### src/rtl/telem_pkg.sv
// Shared telemetry link constants and state types, used by both ends of the link.
package telem_pkg;

  localparam logic [7:0] SYNC1     = 8'hAA;
  localparam logic [7:0] SYNC2     = 8'h55;
  localparam int         PKT_LEN   = 8;
  localparam int         DATA_LEN  = PKT_LEN - 2;
  localparam int         UART_BITS = 10;

  typedef enum logic [1:0] {
    SYNC_AA,
    SYNC_55,
    DATA
  } telem_rx_st_t;

  typedef enum logic {
    UART_IDLE,
    UART_RECV
  } uart_st_t;

endpackage

### src/rtl/uart_rx_byte.sv
// 8N1 byte receiver: RX synchroniser, mid-bit baud sampler and shift register.
// With TELEM_RX_TIMEOUT_EN defined an extra rx_busy output reports an active frame.
module uart_rx_byte
  import telem_pkg::*;
#(
  parameter int BAUD_DIV = 2604
) (
  input  logic       clk,
  input  logic       rst_n,
  input  logic       RX,
  output logic [7:0] rx_data,
  output logic       byte_rdy,
  output logic       frm_err
`ifdef TELEM_RX_TIMEOUT_EN
  ,
  output logic       rx_busy
`endif
);

  localparam int CW = $clog2(BAUD_DIV);

  logic          rx_meta_reg, rx_sync_reg, rx_prev_reg;
  uart_st_t      st_reg, st_next;
  logic [CW-1:0] cnt_reg, cnt_next;
  logic [3:0]    bit_reg, bit_next;
  logic [7:0]    sh_reg, sh_next;
  logic [7:0]    data_reg, data_next;
  logic          rdy_reg, rdy_next;
  logic          ferr_reg, ferr_next;

  always_ff @(posedge clk or negedge rst_n) begin
    if (!rst_n) begin
      rx_meta_reg <= 1'b1;
      rx_sync_reg <= 1'b1;
      rx_prev_reg <= 1'b1;
      st_reg      <= UART_IDLE;
      cnt_reg     <= '0;
      bit_reg     <= '0;
      sh_reg      <= '0;
      data_reg    <= '0;
      rdy_reg     <= 1'b0;
      ferr_reg    <= 1'b0;
    end else begin
      rx_meta_reg <= RX;
      rx_sync_reg <= rx_meta_reg;
      rx_prev_reg <= rx_sync_reg;
      st_reg      <= st_next;
      cnt_reg     <= cnt_next;
      bit_reg     <= bit_next;
      sh_reg      <= sh_next;
      data_reg    <= data_next;
      rdy_reg     <= rdy_next;
      ferr_reg    <= ferr_next;
    end
  end

  always_comb begin
    st_next   = st_reg;
    cnt_next  = cnt_reg;
    bit_next  = bit_reg;
    sh_next   = sh_reg;
    data_next = data_reg;
    rdy_next  = 1'b0;
    ferr_next = 1'b0;
    case (st_reg)
      UART_IDLE: begin
        // First sample lands half a bit after the falling edge: mid start bit.
        if (rx_prev_reg && !rx_sync_reg) begin
          st_next  = UART_RECV;
          cnt_next = CW'(BAUD_DIV / 2 - 1);
          bit_next = '0;
        end
      end
      UART_RECV: begin
        if (cnt_reg != '0) begin
          cnt_next = cnt_reg - CW'(1);
        end else begin
          cnt_next = CW'(BAUD_DIV - 1);
          bit_next = bit_reg + 4'd1;
          if (bit_reg == 4'd0) begin
            if (rx_sync_reg) st_next = UART_IDLE;
          end else if (bit_reg == 4'(UART_BITS - 1)) begin
            st_next = UART_IDLE;
            if (rx_sync_reg) begin
              rdy_next  = 1'b1;
              data_next = sh_reg;
            end else begin
              ferr_next = 1'b1;
            end
          end else begin
            sh_next = {rx_sync_reg, sh_reg[7:1]};
          end
        end
      end
      default: st_next = UART_IDLE;
    endcase
  end

  assign rx_data  = data_reg;
  assign byte_rdy = rdy_reg;
  assign frm_err  = ferr_reg;
`ifdef TELEM_RX_TIMEOUT_EN
  assign rx_busy  = (st_reg == UART_RECV);
`endif

endmodule

### src/rtl/telemetry_rx.sv
// Telemetry link receiver: re-frames AA 55 + 6 data bytes into three 12-bit words.
// Define TELEM_RX_TIMEOUT_EN to abandon a stalled packet after TO_BITS idle bit periods.
module telemetry_rx
  import telem_pkg::*;
#(
  parameter int BAUD_DIV = 2604
`ifdef TELEM_RX_TIMEOUT_EN
  ,
  parameter int TO_BITS  = 24
`endif
) (
  input  logic        clk,
  input  logic        rst_n,
  input  logic        RX,
  output logic [11:0] batt_v,
  output logic [11:0] avg_curr,
  output logic [11:0] avg_torque,
  output logic        vld,
  output logic        pkt_err
);

  logic [7:0]   rx_byte;
  logic         byte_rdy, frm_err;
  telem_rx_st_t st_reg, st_next;
  logic [2:0]   idx_reg, idx_next;
  logic [11:0]  sh_reg [3];
  logic [11:0]  sh_next [3];
  logic [11:0]  word_reg [3];
  logic [11:0]  word_next [3];
  logic         vld_reg, vld_next;
  logic         err_reg, err_next;

`ifdef TELEM_RX_TIMEOUT_EN
  localparam int TO_CLKS = TO_BITS * BAUD_DIV;
  localparam int TW      = $clog2(TO_CLKS + 1);
  logic          rx_busy;
  logic [TW-1:0] to_cnt_reg, to_cnt_next;
`endif

  uart_rx_byte #(.BAUD_DIV(BAUD_DIV)) u_uart (
    .clk      (clk),
    .rst_n    (rst_n),
    .RX       (RX),
    .rx_data  (rx_byte),
    .byte_rdy (byte_rdy),
    .frm_err  (frm_err)
`ifdef TELEM_RX_TIMEOUT_EN
    ,
    .rx_busy  (rx_busy)
`endif
  );

  always_ff @(posedge clk or negedge rst_n) begin
    if (!rst_n) begin
      st_reg  <= SYNC_AA;
      idx_reg <= '0;
      vld_reg <= 1'b0;
      err_reg <= 1'b0;
      for (int k = 0; k < 3; k++) begin
        sh_reg[k]   <= '0;
        word_reg[k] <= '0;
      end
`ifdef TELEM_RX_TIMEOUT_EN
      to_cnt_reg <= '0;
`endif
    end else begin
      st_reg  <= st_next;
      idx_reg <= idx_next;
      vld_reg <= vld_next;
      err_reg <= err_next;
      for (int k = 0; k < 3; k++) begin
        sh_reg[k]   <= sh_next[k];
        word_reg[k] <= word_next[k];
      end
`ifdef TELEM_RX_TIMEOUT_EN
      to_cnt_reg <= to_cnt_next;
`endif
    end
  end

  always_comb begin
    st_next   = st_reg;
    idx_next  = idx_reg;
    sh_next   = sh_reg;
    word_next = word_reg;
    vld_next  = 1'b0;
    err_next  = frm_err;
    if (frm_err) begin
      st_next = SYNC_AA;
    end else if (byte_rdy) begin
      case (st_reg)
        SYNC_AA: if (rx_byte == SYNC1) st_next = SYNC_55;
        SYNC_55: begin
          if (rx_byte == SYNC2) begin
            st_next  = DATA;
            idx_next = '0;
          end else if (rx_byte != SYNC1) begin
            st_next = SYNC_AA;
          end
        end
        DATA: begin
          idx_next = idx_reg + 3'd1;
          // Even index = hi byte of a 12-bit word; any upper-nibble bit is a format error.
          if (!idx_reg[0]) begin
            if (rx_byte[7:4] != 4'h0) begin
              err_next = 1'b1;
              st_next  = SYNC_AA;
            end else begin
              sh_next[idx_reg[2:1]][11:8] = rx_byte[3:0];
            end
          end else begin
            sh_next[idx_reg[2:1]][7:0] = rx_byte;
            if (idx_reg == 3'(DATA_LEN - 1)) begin
              word_next = sh_next;
              vld_next  = 1'b1;
              st_next   = SYNC_AA;
            end
          end
        end
        default: st_next = SYNC_AA;
      endcase
    end
`ifdef TELEM_RX_TIMEOUT_EN
    to_cnt_next = to_cnt_reg;
    if (byte_rdy || st_reg == SYNC_AA) begin
      to_cnt_next = '0;
    end else if (!rx_busy) begin
      if (to_cnt_reg == TW'(TO_CLKS - 1)) begin
        to_cnt_next = '0;
        st_next     = SYNC_AA;
        err_next    = 1'b1;
      end else begin
        to_cnt_next = to_cnt_reg + TW'(1);
      end
    end
`endif
  end

  assign batt_v     = word_reg[0];
  assign avg_curr   = word_reg[1];
  assign avg_torque = word_reg[2];
  assign vld        = vld_reg;
  assign pkt_err    = err_reg;

endmodule

### config.mk
export PLATFORM = sky130hd
export DESIGN_NAME = telemetry_rx
export DESIGN_NICKNAME = d
export VERILOG_FILES = /design/src/rtl/telem_pkg.sv /design/src/rtl/uart_rx_byte.sv /design/src/rtl/telemetry_rx.sv
export SDC_FILE = /design/constraint.sdc
export NUM_CORES = 1
export LEC_CHECK = 0
export ABC_AREA = 0
export ABC_CLOCK_PERIOD_IN_PS = 3020
export CAP_MARGIN = 30
export CELL_PAD_IN_SITES_DETAIL_PLACEMENT = 0
export CELL_PAD_IN_SITES_GLOBAL_PLACEMENT = 1
export CORE_ASPECT_RATIO = 0.9
export CORE_MARGIN = 2
export CORE_UTILIZATION = 51
export CTS_BUF_LIST = sky130_fd_sc_hd__clkbuf_4 sky130_fd_sc_hd__clkbuf_8 sky130_fd_sc_hd__clkbuf_16
export DETAILED_ROUTE_END_ITERATION = 8
export PLACE_DENSITY = 0.85
export SETUP_SLACK_MARGIN = 0.05
export SLEW_MARGIN = 30
export SYNTH_ARGS = -nofsm -noshare
export SYNTH_HDL_FRONTEND = slang
export SYNTH_HIERARCHICAL = 1
export SYNTH_SLANG_ARGS = --single-unit
### constraint.sdc
create_clock -name clk -period 3.02 [get_ports clk]
set_input_delay 0.755 -clock clk [delete_from_list [all_inputs] [get_ports clk]]
set_output_delay 0.755 -clock clk [all_outputs]
set_load 0.005 [all_outputs]
# Word-level counts from Yosys, hierarchy flattened
# Index checks and enable logic that the tools add are counted.
# W data, S select, Z words.
[word_totals] regBits=117 output_inout_bits=38
[op_classes] addsub=3 magnitude_cmp=2 eq_ne=15 muxes=50 bitwise_logic=6 reduce_logical=16
[ops] op="$bwmux W36" n=2
[ops] op="$mux W36" n=2
[ops] op="$demux W12 S2" n=2
[ops] op="$mux W12" n=3
[ops] op="$mux W1" n=24
[ops] op="$pmux W12 S2" n=1
[ops] op="$mux W2" n=8
[ops] op="$reduce_and A5 Y1" n=3
[ops] op="$ne A4 B3 Y1 const B" n=3
[ops] op="$reduce_and A4 Y1" n=3
[ops] op="$reduce_bool A12 Y1" n=1
[ops] op="$sub A12 B1 Y12 const B" n=1
[ops] op="$eq A8 B7 Y1 const B" n=1
[ops] op="$eq A8 B8 Y1 const B" n=1
[ops] op="$mux W4" n=2
[ops] op="$mux W8" n=1
[ops] op="$ne A8 B8 Y1 const B" n=1
[ops] op="$pmux W4 S2" n=1
[ops] op="$ne A2 B2 Y1 const B" n=3
[ops] op="$pmux W2 S3" n=1
[ops] op="$pmux W3 S2" n=1
[ops] op="$not A1 Y1" n=5
[ops] op="$add A4 B1 Y4 const B" n=1
[ops] op="$eq A4 B4 Y1 const B" n=1
[ops] op="18 further kinds" n=20

# Depth between registers and ports, before layout
# Gate-level depths: netlist (run 1).
[depth] ltp_word=8 ltp_mapped=7 depth_no_buf=6

# By module
# Netlist (run 1), hierarchy kept.
[by_module_without_submodules] module="telemetry_rx" instances=1 cells_per_inst=230 area_per_inst_um2=3290.7 seq_area_each_um2=1976.9
[by_module_without_submodules] module="uart_rx_byte" instances=1 cells_per_inst=159 area_per_inst_um2=1845.5 seq_area_each_um2=954.7

# Worst setup path before layout (run 1)
# OpenSTA, ideal clock, no wires.
[synth_timing] path_type="register to register" start="register u_uart.cnt_reg[0]" end="register u_uart.sh_reg[0]" setup_time_ns=0.125 arrival_time_ns=1.830 t_required_ns=2.895 path_slack_ns=1.066 path_stages_with_launch=8 cell_sequence="dfrtp_1 -> clkbuf_1 -> inv_1 -> ha_1 -> nor4b_4 -> nand4_4 -> nor2_4 -> mux2_2"
[synth_via] elab_chain_len=3
[synth_lines] element="start, declared" line="uart_rx_byte.sv:24" source="logic [CW-1:0] cnt_reg, cnt_next;"
[synth_lines] element="start signal, assigned" line="uart_rx_byte.sv:48" source="cnt_reg <= cnt_next;"
[synth_lines] element="$reduce_bool A12 Y1" line="uart_rx_byte.sv:75" source="if (cnt_reg != '0) begin"
[synth_lines] element="$not A1 Y1 (no source line)"
[synth_lines] element="$reduce_and A4 Y1 (no source line)"
[synth_lines] element="end signal, assigned" line="uart_rx_byte.sv:50" source="sh_reg <= sh_next;"
[synth_lines] element="end, declared" line="uart_rx_byte.sv:26" source="logic [7:0] sh_reg, sh_next;"
# Every way passes these cells.
# A chain may end at the register's enable or synchronous reset.

==> results.json, run 1 <==
{
  "status": "finished, final reports clean",
  "areaGrowthSynthToFinish_pct": 23.0,
  "final_cells": 580,
  "fin_crit_sh_pct": 75.9,
  "ir_worst_vdd_mv": 0.510,
  "slew_headroom_pct": 50.2,
  "cts_resized": 0,
  "cts_setup_buffers": 0,
  "yosysWarnings": 6,
  "hpwl_mm": 6.74,
  "netlist_area_mm2": 0.00514,
  "nets": 454,
  "setup_ws_ps": 728,
  "antenna_found_initial": 0,
  "largest_reg_flops": 36,
  "cp-start-kind": "flip-flop",
  "syn_avg_cell_area_um2": 13.2,
  "synth_edf_count": 0,
  "h-tree-depth": 4,
  "skew_ps": 8.25,
  "hold_violations": 0,
  "fin_crit_ps": 2290,
  "netSwitchingFraction_pct": 25.0,
  "numCtsBuffers": 17,
  "tritoncts": "yes",
  "clk_latency_ps": 520,
  "ys_async_sr_fraction_pct": 100,
  "drive_above_1_share_pct": 28.0,
  "cts_buffer_depth": 2,
  "ys_seq_area_share_pct": 57.1,
  "placedCellCount": 548,
  "hold_class": "input port to async pin",
  "critPathRequiredTime_ps": 3420,
  "core-area_mm2": 0.00974,
  "die_h_um": 99.2,
  "syn_nets": 402,
  "rr_startpoint": "st_reg[0]",
  "rsz0062_at_grt": "false",
  "rows": 34,
  "setup_viol": 0,
  "final_antenna_net_count": 0,
  "path_class": "flip-flop to flip-flop",
  "place_ws_ps": 760,
  "fillCellCount": 740,
  "grt_usage_pct": 21.8,
  "maxCapViolCount": 0,
  "drt_pass1_iterations": 4,
  "grt_pass1_vias": 3461,
  "cts.clk_slew.worst_paths_ps": 60,
  "io_pins": 41,
  "routabilityCongestion": 0.820,
  "rrSetupSlack_ps": 730,
  "p_leak_nw": 2.98,
  "cp-end-kind": "flip-flop",
  "n_antenna_cell": 0,
  "fmax_mhz": 436,
  "grt_pass1_wl_mm": 17.9,
  "drc_errors": 0,
  "seqPwrFrac_pct": 42.4,
  "ctsRootBufferMaster": "clkbuf_8",
  "multi_input_area_mm2": 0.00212,
  "p_int_w": 0.00320,
  "rr_worst_depth": 6,
  "synth_cells": 389,
  "wl_mm": 10.4,
  "die-area_mm2": 0.0109,
  "cp.arrival_ps": 2690,
  "initial_core_util_pct": 52.7,
  "worst_slew_pin_slew_ps": 742,
  "via_per_inst": 5.61,
  "critical_path.max_fanout": 33,
  "grt_max_degree": 57,
  "fin_tns_setup_ps": 0,
  "crit_start": "st_reg[0]",
  "p_per_area_mw_per_mm2": 674,
  "r2r-end": "avg_curr[7]",
  "die_x_um": 110,
  "register_area_mm2": 0.00293,
  "p_sw_w": 0.00106,
  "synth_cell_types": 59,
  "power.total_w": 0.00426,
  "post_drt_wl_per_cell_um": 17.9,
  "cts_hold_buf": 0,
  "p_clk_share_pct": 49.2,
  "drt_iter0_markers": 182,
  "ys_ff_latch": 117,
  "port_buffers": 40,
  "ys.flop_type": "dfrtp_1",
  "cts.sinks": 117,
  "num_vias": 3256,
  "grt.overflow.total": 0,
  "drv_slew": 0,
  "p_comb_share_pct": 8.4
}
## kinds of logic (layout without fill, tap and decap cells)
logic type	after synthesis	count (layout)	share of synthesized area (%)
flops	117	117	57.1
simple gates	99	99	12.7
mux	94	94	20.3
buf+inv	20	85	1.70
fa+ha+maj	10	10	2.44
xor+xnor	2	2	0.341
compound gates	47	47	5.43
## layout by cell type, fill, tap and decap left out, drive strengths merged, types with 3 or more instances in the layout
master           n
clkbuf          20
nor4             6
o22ai            3
a31oi            5
mux2            80
nand4            4
a21oi           20
clkinv           6
o21ai           10
or4              3
dfstp            3
buf              4
nand3            9
nor2            21
mux2i           14
nand2           15
bufinv           4
nor3             9
dfrtp          114
nand2b           7
or3              6
clkdlybuf4s50   39
ha              10
inv             10
## how the worst max path moves through the flow
stage / slack (ps) / endpoint / cells after the start
global placement: 830 / avg_curr[0] / 6
finish: 730 / avg_curr[7] / 6
floorplan: 1070 / u_uart/sh_reg[0] / 7
detailed placement: 760 / batt_v[2] / 6
CTS: 730 / avg_curr[7] / 6
global route: 610 / avg_curr[5] / 6
## cell usage after synthesis, types with 7 or more instances
| cell type | count | share of area [%] |
|---|---|---|
| nand2b_1 | 7 | 0.85 |
| mux2_1 | 8 | 1.8 |
| inv_1 | 9 | 0.66 |
| mux2_2 | 72 | 16 |
| ha_1 | 10 | 2.4 |
| nor3_1 | 8 | 0.78 |
| a21oi_1 | 20 | 1.9 |
| nor2_1 | 18 | 1.3 |
| dfrtp_1 | 114 | 56 |
| mux2i_1 | 14 | 2.7 |
| nand3_1 | 9 | 0.88 |
| nand2_1 | 15 | 1.1 |
| o21ai_0 | 9 | 0.88 |
## critical path, cell delays in order, from the launching register on
cell      delay, ps
dfrtp_1         390
inv_1           100
ha_1            320
nand4b_1        290
nor2_4          430
buf_12          250
mux2_2          360
## final cells by class
class	instances	area share, %
tap	126	2.49
multi-input combinational	252	33.6
clock buffer	20	7.11
sequential	117	46.4
inverter	10	0.594
timing repair buffer	43	7.05
clock inverter	12	2.79
## per-layer routing
metal / GRT usage, % / routed length (um) / up-vias
li1: - / - / 1529
met3: 6.62 / 413 / 8
met2: 32.7 / 4990 / 57
met4: 7.79 / 81 / 0
met5: 0 / 0 / -
met1: 30.2 / 4890 / 1662
## power groups by stage
stage / Combinational (W) / Sequential, W / Clock [W]
after global routing: 0.000407 / 0.00183 / 0.00223
after global placement: 0.000346 / 0.00182 / 0
after detailed placement: 0.000359 / 0.00183 / 0
after floorplan: 0.000309 / 0.00177 / 0
after CTS: 0.000360 / 0.00180 / 0.00214
final: 0.000359 / 0.00181 / 0.00210
## per-stage QoR
step	hold WS [ps]	utilization, %	instance area, um^2
2_1_floorplan	345	-	5140
3_3_place_gp	346	58.5	5690
3_5_place_dp	352	58.5	5690
4_1_cts	297	64.9	6320
5_1_grt	334	64.9	6320
6_report	288	64.9	6320
Power figures use the tool's default switching activity.
==> run 2: changes to the inputs <==
Settings changed: ABC_CLOCK_PERIOD_IN_PS 3020 to 2070, CORE_UTILIZATION 51 to 43, PLACE_DENSITY 0.85 to 0.76.
Clock period 3.02 ns to 2.07 ns, I/O delays scaled along.
==> run 2 against run 1 <==
Effect of this change: power grew 49%; critical path type unchanged; flip-flop and latch count is the same; clock power grew 48%.
==> results.json, run 2 (synthesis gave the netlist of run 1 again) <==
{
  "ctsRootBufferMaster": "clkbuf_16",
  "cp.arrival_ps": 2260,
  "hold_ws_ps": 355,
  "status": "finished, final reports clean",
  "placedCellCount": 596,
  "critical_path.max_fanout": 13,
  "grt.overflow.total": 0,
  "final_common_cell": "dfrtp_1",
  "grt_pass1_vias": 3598,
  "r2r-end": "u_uart/cnt_reg[7]",
  "routabilityCongestion": 0.817,
  "drt_iter0_markers": 179,
  "critPathRequiredTime_ps": 2410,
  "hold_class": "flip-flop to flip-flop",
  "clk_latency_ps": 420,
  "cp-end-kind": "flip-flop",
  "drc_errors": 0,
  "multi_input_area_mm2": 0.00213,
  "min-delay-start": "u_uart/rx_meta_reg",
  "rr_startpoint": "u_uart/st_reg",
  "hpwl_mm": 7.23,
  "setup_ws_ps": 142,
  "io_pins": 41,
  "n_antenna_cell": 0,
  "ir_worst_vdd_mv": 0.634,
  "die-area_mm2": 0.0128,
  "h-tree-depth": 4,
  "via_per_inst": 5.30,
  "rr_worst_depth": 4,
  "path_class": "flip-flop to flip-flop",
  "grt_usage_pct": 19.2,
  "p_leak_nw": 3.09,
  "cp-start-kind": "flip-flop",
  "final_cells": 630,
  "drive_above_1_share_pct": 31.4,
  "drt_pass1_iterations": 6,
  "tritoncts": "yes",
  "rsz0062_at_grt": "false",
  "initial_core_util_pct": 44.6,
  "final_cell_mix": "112 x dfrtp_1, 72 x mux2_2, 39 x clkdlybuf4s50_1, 20 x a21oi_1, 19 x buf_4",
  "fillCellCount": 930,
  "core-area_mm2": 0.0115,
  "grt_max_degree": 62,
  "wl_mm": 10.9,
  "p_per_area_mw_per_mm2": 968,
  "final_antenna_net_count": 0,
  "cts.sinks": 117,
  "grt_pass1_wl_mm": 18.7,
  "numCtsBuffers": 17,
  "rows": 37,
  "areaGrowthSynthToFinish_pct": 27.5,
  "die_x_um": 119,
  "num_vias": 3339,
  "fmax_mhz": 519,
  "largest_reg_flops": 36,
  "crit_start": "u_uart/st_reg",
  "drv_slew": 0,
  "rrSetupSlack_ps": 140,
  "setup_viol": 0,
  "worst_slew_pin_slew_ps": 587,
  "register_area_mm2": 0.00293,
  "maxCapViolCount": 0,
  "crit_path_end": "u_uart/cnt_reg[7]",
  "cts.clk_slew.worst_paths_ps": 50,
  "slew_headroom_pct": 60.7,
  "place_ws_ps": 96.5,
  "antenna_found_initial": 0,
  "die_h_um": 108,
  "fin_crit_sh_pct": 93.1,
  "port_buffers": 40,
  "cts_buffer_depth": 2,
  "nets": 474,
  "fin_crit_ps": 1930,
  "fin_util_pct": 56.8,
  "fin_tns_setup_ps": 0,
  "skew_ps": 11.0,
  "hold_violations": 0,
  "post_drt_wl_per_cell_um": 17.3
}
run 2: changes by cell type in the layout (fill, tap and decap cells not counted), sizes merged:
cell / change
clkinv: -1
clkinvlp: +2
buf: +19
dlygate4sd3: +1
clkbuf: -1
run 2: per-layer routing:
metal	wire length, um	up-vias	GRT usage [%]
met4	102	0	6.38
met5	0	-	0
met3	377	10	5.83
met1	5350	1712	25.4
met2	5080	59	30.1
li1	-	1558	-
run 2: worst max-delay path: stages (launching register included):
cell and delay, ps:
dfrtp_1 560, inv_1 340, a31oi_1 550, o21ai_0 190, a31oi_1 190
run 2: layout make-up:
class / count / share of cell area, %
well taps: 156 / 2.98
flip-flops and latches: 117 / 44.8
clock buffers: 19 / 6.91
clock inverters: 13 / 2.73
inverters: 10 / 0.573
repair buffers: 63 / 9.51
multi-input cells: 252 / 32.5
run 2: report_power, final:
part           leakage, nW  switching (W)  internal (W)  total (W)
Combinational         1.20       0.000345      0.000278   0.000623
Clock                0.301        0.00104       0.00207    0.00311
Sequential            1.59       0.000196       0.00241    0.00261
Total                 3.09        0.00158       0.00476    0.00634
run 2: repair_timing:
item,in CTS,in global routing
hold buffers,1,0
endpoints found under the setup margin,0,28
endpoints found under the hold margin,18,0
gates resized for setup,0,4
buffers inserted,0,1
run 2: stage by stage:
stage / power (W) / instance area, um^2
after floorplan: 0.00304 / 5140
after global placement: 0.00323 / 5890
after detailed placement: 0.00324 / 5890
after CTS: 0.00638 / 6530
after global routing: 0.00661 / 6550
final: 0.00634 / 6550
run 2: worst min path at each step:
stage / to / depth (start not counted)
detailed placement: u_uart/rx_sync_reg / 0
global placement: u_uart/rx_sync_reg / 0
finish: u_uart/rx_sync_reg / 0
floorplan: avg_curr[0] / 0
global route: u_uart/rx_sync_reg / 0
CTS: u_uart/rx_sync_reg / 0
==> run 3: changes to the inputs <==
Settings changed: ABC_CLOCK_PERIOD_IN_PS 2070 to 1700.
Clock period 2.07 ns to 1.7 ns, I/O delays scaled along.
==> run 3 against run 2 <==
Effect of this change: the run now ends with negative setup slack left; via count grew 11%; flip-flop and latch count is the same; maximum frequency grew 3.8%; largest cell class unchanged.
==> results.json, run 3 (synthesis gave the netlist of run 1 again) <==
{
  "wl_mm": 12.8,
  "rr_worst_depth": 4,
  "crit_slowest_cell": "or4_4",
  "fin_crit_sh_pct": 109,
  "violations": "negative setup slack",
  "ir_worst_vdd_mv": 0.693,
  "grt_max_degree": 59,
  "grt_pass1_wl_mm": 20.2,
  "io_pins": 41,
  "port_buffers": 40,
  "cp.arrival_ps": 2160,
  "cts.clk_slew.worst_paths_ps": 50,
  "drive_above_1_share_pct": 50.6,
  "core-area_mm2": 0.0115,
  "rr_startpoint": "u_uart/rx_data[4]",
  "setup_ws_ps": -157,
  "critPathRequiredTime_ps": 2000,
  "placedCellCount": 638,
  "power.total_w": 0.00840,
  "slew_headroom_pct": 69.8,
  "fin_util_pct": 68.6,
  "crit_path_cell_trace": "or4_4, nor3b_4, nand3b_1, mux2_4",
  "die-area_mm2": 0.0128,
  "rsz0062_at_grt": "true",
  "post_drt_wl_per_cell_um": 18.0,
  "fillCellCount": 767,
  "n_antenna_cell": 0,
  "grt_usage_pct": 20.8,
  "fin_area_mm2": 0.00791,
  "p_leak_nw": 3.91,
  "clk_latency_ps": 410,
  "dpl-instance-area_mm2": 0.00640,
  "cp.depth": 4,
  "grt.overflow.total": 0,
  "fmax_mhz": 539,
  "routabilityCongestion": 0.864,
  "drt_pass1_iterations": 4,
  "tritoncts": "yes",
  "p_per_area_mw_per_mm2": 1060,
  "final_cell_mix": "112 x dfrtp_1, 76 x buf_4, 61 x mux2_4, 38 x dlygate4sd2_1, 21 x clkbuf_16",
  "antenna_found_initial": 0,
  "cts_buffer_depth": 2,
  "worst_slew_pin_slew_ps": 451,
  "via_per_inst": 5.22,
  "die_x_um": 119,
  "setup_viol": 61,
  "ctsRootBufferMaster": "clkbuf_16",
  "min-delay-start": "u_uart/rx_meta_reg",
  "initial_core_util_pct": 44.6,
  "die_h_um": 108,
  "hold_violations": 0,
  "final_antenna_net_count": 0,
  "cts.sinks": 117,
  "numCtsBuffers": 17,
  "grt_pass1_vias": 3806,
  "hpwl_mm": 7.69,
  "areaGrowthSynthToFinish_pct": 53.9,
  "drv_slew": 0,
  "drc_errors": 0,
  "slowest_delay_ps": 550,
  "critPathTopFamily": "simple AND/OR/NAND/NOR gates",
  "skew_ps": 9.85,
  "final_common_cell": "dfrtp_1",
  "hold_ws_ps": 354,
  "drt_iter0_markers": 206,
  "cp-end-kind": "flip-flop",
  "critical_path.max_fanout": 4,
  "num_vias": 3698,
  "largest_reg_flops": 36,
  "final_cells": 709,
  "rows": 37,
  "maxCapViolCount": 0,
  "fin_crit_ps": 1860,
  "whs_path_depth": 0,
  "cp-start-kind": "flip-flop",
  "h-tree-depth": 4,
  "status": "finished with violations",
  "cp_num_buf_inv": 0,
  "crit_start": "u_uart/rx_data[4]",
  "path_class": "flip-flop to flip-flop",
  "hold_class": "flip-flop to flip-flop",
  "nets": 554
}
run 3: cell types whose count changed in the layout (fill, tap and decap cells not counted), moves of 6 or more:
| cell | delta |
|---|---|
| a21oi_1 | -11 |
| a21oi_2 | +10 |
| buf_4 | +57 |
| buf_6 | +12 |
| clkdlybuf4s50_1 | -38 |
| dlygate4sd2_1 | +38 |
| mux2_2 | -58 |
| mux2_4 | +61 |
| nor2_1 | -8 |
| nor2_4 | +6 |
run 3: layout make-up:
cell class / instances / area (um^2) / area share [%]
Sequential cell: 117 / 2930 / 37.1
Multi-Input combinational cell: 252 / 2710 / 34.3
Timing Repair Buffer: 143 / 1390 / 17.6
Clock buffer: 23 / 489 / 6.19
Tap cell: 156 / 195 / 2.47
Clock inverter: 8 / 148 / 1.87
Inverter: 10 / 37.5 / 0.475
run 3: final timing paths:
check,end,slack (ps)
setup / recovery,sh_reg[21],-160
hold / removal,u_uart/rx_sync_reg,350
setup reg to reg,sh_reg[21],-160
hold reg to reg,u_uart/rx_sync_reg,350
min in group asynchronous,u_uart/bit_reg[0],460
max in group asynchronous,avg_torque[0],620
run 3: routing by layer:
| metal | GRT usage, % | part of all wire [%] |
|---|---|---|
| met4 | 6.63 | 1.4 |
| met2 | 32.3 | 49 |
| met1 | 27.7 | 47 |
| met5 | 0 | 0 |
| met3 | 6.83 | 3.3 |
run 3: report_power, final:
group / switching, W / internal, W
Clock: 0.00123 / 0.00261
Sequential: 0.000160 / 0.00294
Combinational: 0.000742 / 0.000721
run 3: metrics by stage:
stage,setup WS (ps),TNS [ps]
after detailed placement,-145,-3430
after floorplan,-189,-9110
final,-157,-4190
after CTS,-136,-5560
after global placement,-88.4,-2060
after global routing,-217,-8880
run 3: repair_timing:
action | in CTS | in global routing
endpoints found under the hold margin | 16 | 0
pin swaps | 15 | 15
setup buffers | 22 | 13
gates resized for setup | 78 | 68
cloned | 1 | 4
setup endpoints to repair | 118 | 109
hold buffers | 1 | 0
run 3: worst register-to-register path, delay by kind of cell, from the launching register on:
family,cells,cell delay [ps]
simple gates,3,980
flops,1,390
mux,1,360
